===== config.mk =====
export PLATFORM = sky130hd
export DESIGN_NAME = cache_refill_ctrl
export DESIGN_NICKNAME = d
export VERILOG_FILES = /design/src/rtl/cache_pkg.sv /design/src/rtl/refill_line_buf.sv /design/src/rtl/cache_refill_ctrl.sv
export SDC_FILE = /design/constraint.sdc
export NUM_CORES = 1
export LEC_CHECK = 0
export CAP_MARGIN = 5
export CORE_ASPECT_RATIO = 0.7
export CORE_MARGIN = 4
export CORE_UTILIZATION = 46
export CTS_CLUSTER_SIZE = 14
export DETAILED_ROUTE_END_ITERATION = 12
export GPL_ROUTABILITY_DRIVEN = 1
export PLACE_DENSITY = 0.75
export RECOVER_POWER = 50
export SYNTH_ARGS = -nofsm -noshare
export SYNTH_HDL_FRONTEND = slang
export SYNTH_SLANG_ARGS = --single-unit

===== constraint.sdc =====
create_clock -name clk -period 7.9 [get_ports clk]
set_input_delay 1.185 -clock clk [delete_from_list [all_inputs] [get_ports clk]]
set_output_delay 1.185 -clock clk [all_outputs]
set_load 0.02 [all_outputs]

===== src/rtl/cache_pkg.sv =====
// Shared types and geometry for the cache miss-refill path.
// Line = 4 words; address = tag(3) | index(10) | offset(2).
package cache_pkg;

   localparam int LINE_WORDS = 4;
   localparam int OFFSET_W   = 2;
   localparam int TAG_W      = 3;
   localparam int INDEX_W    = 10;

   typedef enum logic [1:0] {
      IDLE   = 2'd0,
      FETCH  = 2'd1,
      FILL   = 2'd2,
      RESUME = 2'd3
   } refill_state_t;

   // Least significant bit of a word slot inside a line; slot 0 occupies the top word.
   function automatic int slot_lsb(input int word_w, input int slot);
      return (LINE_WORDS - 1 - slot) * word_w;
   endfunction

endpackage


===== src/rtl/refill_line_buf.sv =====
// Four-slot word register that assembles a cache line during a refill.
// Slot k is written on a select match; clr empties the whole line at refill start.
module refill_line_buf
   import cache_pkg::*;
#(
   parameter int WORD_W = 32
)
(
   input  logic                         clk,
   input  logic                         rst,
   input  logic                         clr,
   input  logic                         wr_en,
   input  logic [OFFSET_W-1:0]          wr_sel,
   input  logic [WORD_W-1:0]            wr_data,
   output logic [LINE_WORDS*WORD_W-1:0] line
);

   genvar gi;
   generate
      for (gi = 0; gi < LINE_WORDS; gi++) begin : g_slot
         logic [WORD_W-1:0] slot_reg;

         always_ff @(posedge clk or posedge rst) begin
            if (rst) begin
               slot_reg <= '0;
            end else if (clr) begin
               slot_reg <= '0;
            end else if (wr_en && (wr_sel == OFFSET_W'(gi))) begin
               slot_reg <= wr_data;
            end
         end

         assign line[slot_lsb(WORD_W, gi) +: WORD_W] = slot_reg;
      end
   endgenerate

endmodule


===== src/rtl/cache_refill_ctrl.sv =====
// Cache miss-refill controller: stalls the CPU, fetches a 4-word line, writes it to the cache.
// Optional refill counter port miss_count is present when CACHE_REFILL_STATS_EN is defined.
module cache_refill_ctrl
   import cache_pkg::*;
#(
   parameter int ADDR_W = 15,
   parameter int WORD_W = 32
)
(
   input  logic                         clk,
   input  logic                         rst,
   input  logic [ADDR_W-1:0]            cpu_addr,
   input  logic                         cpu_rd,
   input  logic                         miss,
   output logic                         stall,
   output logic                         mem_req,
   output logic [ADDR_W-1:0]            mem_addr,
   input  logic                         mem_ack,
   input  logic [WORD_W-1:0]            mem_rdata,
   output logic                         cache_write,
   output logic [LINE_WORDS*WORD_W-1:0] cache_wdata
`ifdef CACHE_REFILL_STATS_EN
   ,
   output logic [31:0]                  miss_count
`endif
);

   localparam int BASE_W = ADDR_W - OFFSET_W;
   localparam logic [OFFSET_W-1:0] LAST_WORD = OFFSET_W'(LINE_WORDS - 1);

   refill_state_t         state_reg, state_next;
   logic [BASE_W-1:0]     base_reg, base_next;
   logic [OFFSET_W-1:0]   k_reg, k_next;
   logic                  mem_req_reg, mem_req_next;
   logic [ADDR_W-1:0]     mem_addr_reg, mem_addr_next;
   logic                  cache_write_reg, cache_write_next;
   logic                  start_refill;
   logic                  word_accept;
   logic                  unused_offset_bits;

   // The word offset of the missing access is irrelevant: the whole line is fetched from word 0.
   assign unused_offset_bits = ^cpu_addr[OFFSET_W-1:0];

   always_ff @(posedge clk or posedge rst) begin
      if (rst) begin
         state_reg       <= IDLE;
         base_reg        <= '0;
         k_reg           <= '0;
         mem_req_reg     <= 1'b0;
         mem_addr_reg    <= '0;
         cache_write_reg <= 1'b0;
      end else begin
         state_reg       <= state_next;
         base_reg        <= base_next;
         k_reg           <= k_next;
         mem_req_reg     <= mem_req_next;
         mem_addr_reg    <= mem_addr_next;
         cache_write_reg <= cache_write_next;
      end
   end

   always_comb begin
      state_next       = state_reg;
      base_next        = base_reg;
      k_next           = k_reg;
      mem_req_next     = mem_req_reg;
      mem_addr_next    = mem_addr_reg;
      cache_write_next = 1'b0;
      start_refill     = 1'b0;
      word_accept      = 1'b0;

      unique case (state_reg)
         IDLE: begin
            mem_req_next = 1'b0;
            if (cpu_rd && miss) begin
               start_refill  = 1'b1;
               base_next     = cpu_addr[ADDR_W-1:OFFSET_W];
               k_next        = '0;
               mem_req_next  = 1'b1;
               mem_addr_next = {cpu_addr[ADDR_W-1:OFFSET_W], {OFFSET_W{1'b0}}};
               state_next    = FETCH;
            end
         end

         FETCH: begin
            // Address is rebuilt from the latched base, so later cpu_addr changes cannot leak in
            // and the offset counter wraps inside the line without touching index/tag bits.
            if (mem_ack) begin
               word_accept = 1'b1;
               if (k_reg == LAST_WORD) begin
                  mem_req_next     = 1'b0;
                  cache_write_next = 1'b1;
                  state_next       = FILL;
               end else begin
                  k_next        = k_reg + OFFSET_W'(1);
                  mem_addr_next = {base_reg, k_reg + OFFSET_W'(1)};
               end
            end
         end

         FILL: begin
            state_next = RESUME;
         end

         RESUME: begin
            state_next = IDLE;
         end

         default: begin
            state_next   = IDLE;
            mem_req_next = 1'b0;
         end
      endcase
   end

   refill_line_buf #(
      .WORD_W (WORD_W)
   ) u_line_buf (
      .clk     (clk),
      .rst     (rst),
      .clr     (start_refill),
      .wr_en   (word_accept),
      .wr_sel  (k_reg),
      .wr_data (mem_rdata),
      .line    (cache_wdata)
   );

`ifdef CACHE_REFILL_STATS_EN
   logic [31:0] miss_count_reg;

   always_ff @(posedge clk or posedge rst) begin
      if (rst) begin
         miss_count_reg <= '0;
      end else if (start_refill) begin
         miss_count_reg <= miss_count_reg + 32'd1;
      end
   end

   assign miss_count = miss_count_reg;
`endif

   assign stall       = ~rst & (((state_reg == IDLE) & cpu_rd & miss) | (state_reg != IDLE));
   assign mem_req     = mem_req_reg;
   assign mem_addr    = mem_addr_reg;
   assign cache_write = cache_write_reg;

endmodule


==> flow_summary.toml <==
[status]
status = "complete, but fails checks"
failed_checks = "capacitance limit, slew limit"

[synthesis]
yosysSeqAreaShare_pct = 60.6
synth.avg_cell_area_um2 = 9.79
synth_top_cell_area_share_pct = 60.6
synth_edf_count = 0
synth_cells = 675
ys_top_cells_by_area = "dfrtp_1 61%, nand2_1 15%, a21oi_1 9.7%"
synth-seq-cells = 160
ys_types = 23
ys.flop_type = "dfrtp_1"
synth_area_mm2 = 0.00661
synth_top_area_cell = "dfrtp_1"
ys_warn_count = 0
synth_nets = 735
async_flop_share_pct = 100

[floorplan]
rows = 36
start_util_pct = 47.2
core_area_mm2 = 0.0140
die_w_um = 151
die-area_mm2 = 0.0164
die_h_um = 108
ios = 198

[worst_setup_path]
cp-end-kind = "asynchronous set/reset pin"
critPathLaunch = "rst"
crit_fanout = 82
arrival_ps = 4860
reg2reg_to = "base_reg[12]$_DFFE_PP0P_"
reg2reg_depth = 6
required_ps = 8300
cp_slowest_cell = "clkinvlp_2"
start_kind = "primary input"
path_class = "primary input to asynchronous set/reset pin"
slowest_delay_ps = 1980
reg2reg_from = "state_reg[1]$_DFFE_PP0P_"
rrSetupSlack_ps = 4230
critical_path.cell_chain = "dlygate4sd3_1, clkinvlp_2, buf_4"

[layout]
n_antenna_cell = 0
layout_common_cells = "259 x nand2_1, 160 x dfrtp_1, 141 x dlygate4sd3_1"
fin_util_pct = 65.8
num-nets-final = 909
syn_to_final_growth_pct = 39.5
n_fill_cell = 1072
largest_register_ffs = 128
final_common_cell = "nand2_1"
drive_above_1_share_pct = 9.05

[clocking]
cts.clk_slew.worst_paths_ps = 60
tritoncts = "yes"
clk_path_buf_depth = 2
htreeDepth = 4
holdBufCountCts = 0
post_cts_buffers = 0
clk_latency_ps = 420
cts.sinks = 160
numCtsBuffers = 17
root_buffer = "clkbuf_16"
cts_resized = 0

[timing]
fin_tns_setup_ps = 0
setup_viol = 0
finalCriticalPeriod_ps = 4460
layout_setup_ws_ps = 3440
slew-limit-headroom_pct = -135
tightest_slew_ps = 3510
skew_ps = 10.0
period_share_pct = 56.5
rsz0062_at_grt = "false"
hold_violations = 0
slew_viol_final = 83
max_freq_mhz = 224

[job]
maxCapViolCount = 1

[placed_design]
place_hpwl_um = 12900
place_congestion = 0.834
portBuffers = 195
pre_cts_ws_ps = 4070

[detailed_routing]
wirelength_um = 19000
wl_per_cell_um = 18.1
first_pass_iters = 6
route.detailed.drc = 0
vias = 5591
postRouteAntennaNets = 0
first_iter_violations = 327
vias_per_cell = 5.31

[power_and_ir_drop]
ir_drop_mv = 0.234
p_leak_nw = 4.30
powerDensity_mw_per_mm2 = 402
total_power_mw = 3.70

[min_path]
hold_path_class = "flop to flop"
min_to = "mem_addr[14]$_DFFE_PP0P_"
holdPathStages = 1
min_from = "mem_addr[14]$_DFFE_PP0P_"

[grt]
grt_usage_pct = 24.1
grt_pass1_vias = 5758
grt_max_degree = 122
antenna_found_initial = 0
grt_pass1_wl_um = 30300
grt_overflow_total = 0
-- critical path, delay by kind of cell --
family	cells	cell delay, ps
buffers and inverters	3	3580
-- synthesized netlist by cell type, types with 2 or more instances --
master and number:
and3_1 5, buf_2 30, ha_1 8, mux2_1 8
a21oi_1 128, inv_1 8, nand2_1 259, clkbuf_1 16
nand3_1 4, mux2i_1 2, dfrtp_1 160, mux2_2 33
nor2_1 4
-- metal layers --
layer	track usage, %	part of all wire [%]	up-vias	wire length (um)
li1	-	-	2554	-
met1	31.7	42	2793	8040
met2	38.7	48	231	9200
met3	8.04	8.5	13	1620
met4	6.34	0.72	0	137
met5	0	0	-	0
-- cell families (layout without fill, tap and decap cells) --
family          Yosys count  after routing  share of synthesized area [%]
compound gates          134            134                           10.6
fa+ha+maj                 8              8                           1.52
buf+inv                  56            243                           3.92
flops                   160            160                           60.6
mux                      43             43                           7.29
simple gates            274            274                           16.0
-- metrics by stage --
stage / instance area (um^2) / hold slack, ps / instances
floorplan: 6610 / 475 / 675
global placement: 8650 / 469 / 1020
detailed placement: 8650 / 474 / 1020
CTS: 9230 / 489 / 1052
global route: 9210 / 496 / 1052
finish: 9210 / 481 / 1052
-- power breakdown --
group / leakage [nW] / internal (mW) / switching (mW)
logic: 1.90 / 0.691 / 0.875
registers: 2.11 / 1.15 / 0.181
clock network: 0.281 / 0.474 / 0.325
total: 4.30 / 2.32 / 1.38
-- area by class of cell --
cell class              count  area [um^2]  area share (%)
flip-flops and latches    160         4000            43.5
inverters                   8         31.3           0.339
repair buffers            203         2010            21.8
well taps                 190          238            2.58
clock inverters             9         81.3           0.883
multi-input cells         459         2350            25.5
clock buffers              23          498            5.40
-- worst max-delay path by stage --
stage,endpoint,depth (start not counted)
final,u_line_buf.g_slot[0].slot_reg[22]$_DFFE_PP0P_,3
after floorplan,base_reg[0]$_DFFE_PP0P_,1
after CTS,stall,4
after detailed placement,base_reg[12]$_DFFE_PP0P_,5
after global placement,base_reg[12]$_DFFE_PP0P_,5
after global routing,k_reg[0]$_DFFE_PP0P_,3
Power figures use the tool's default switching activity.
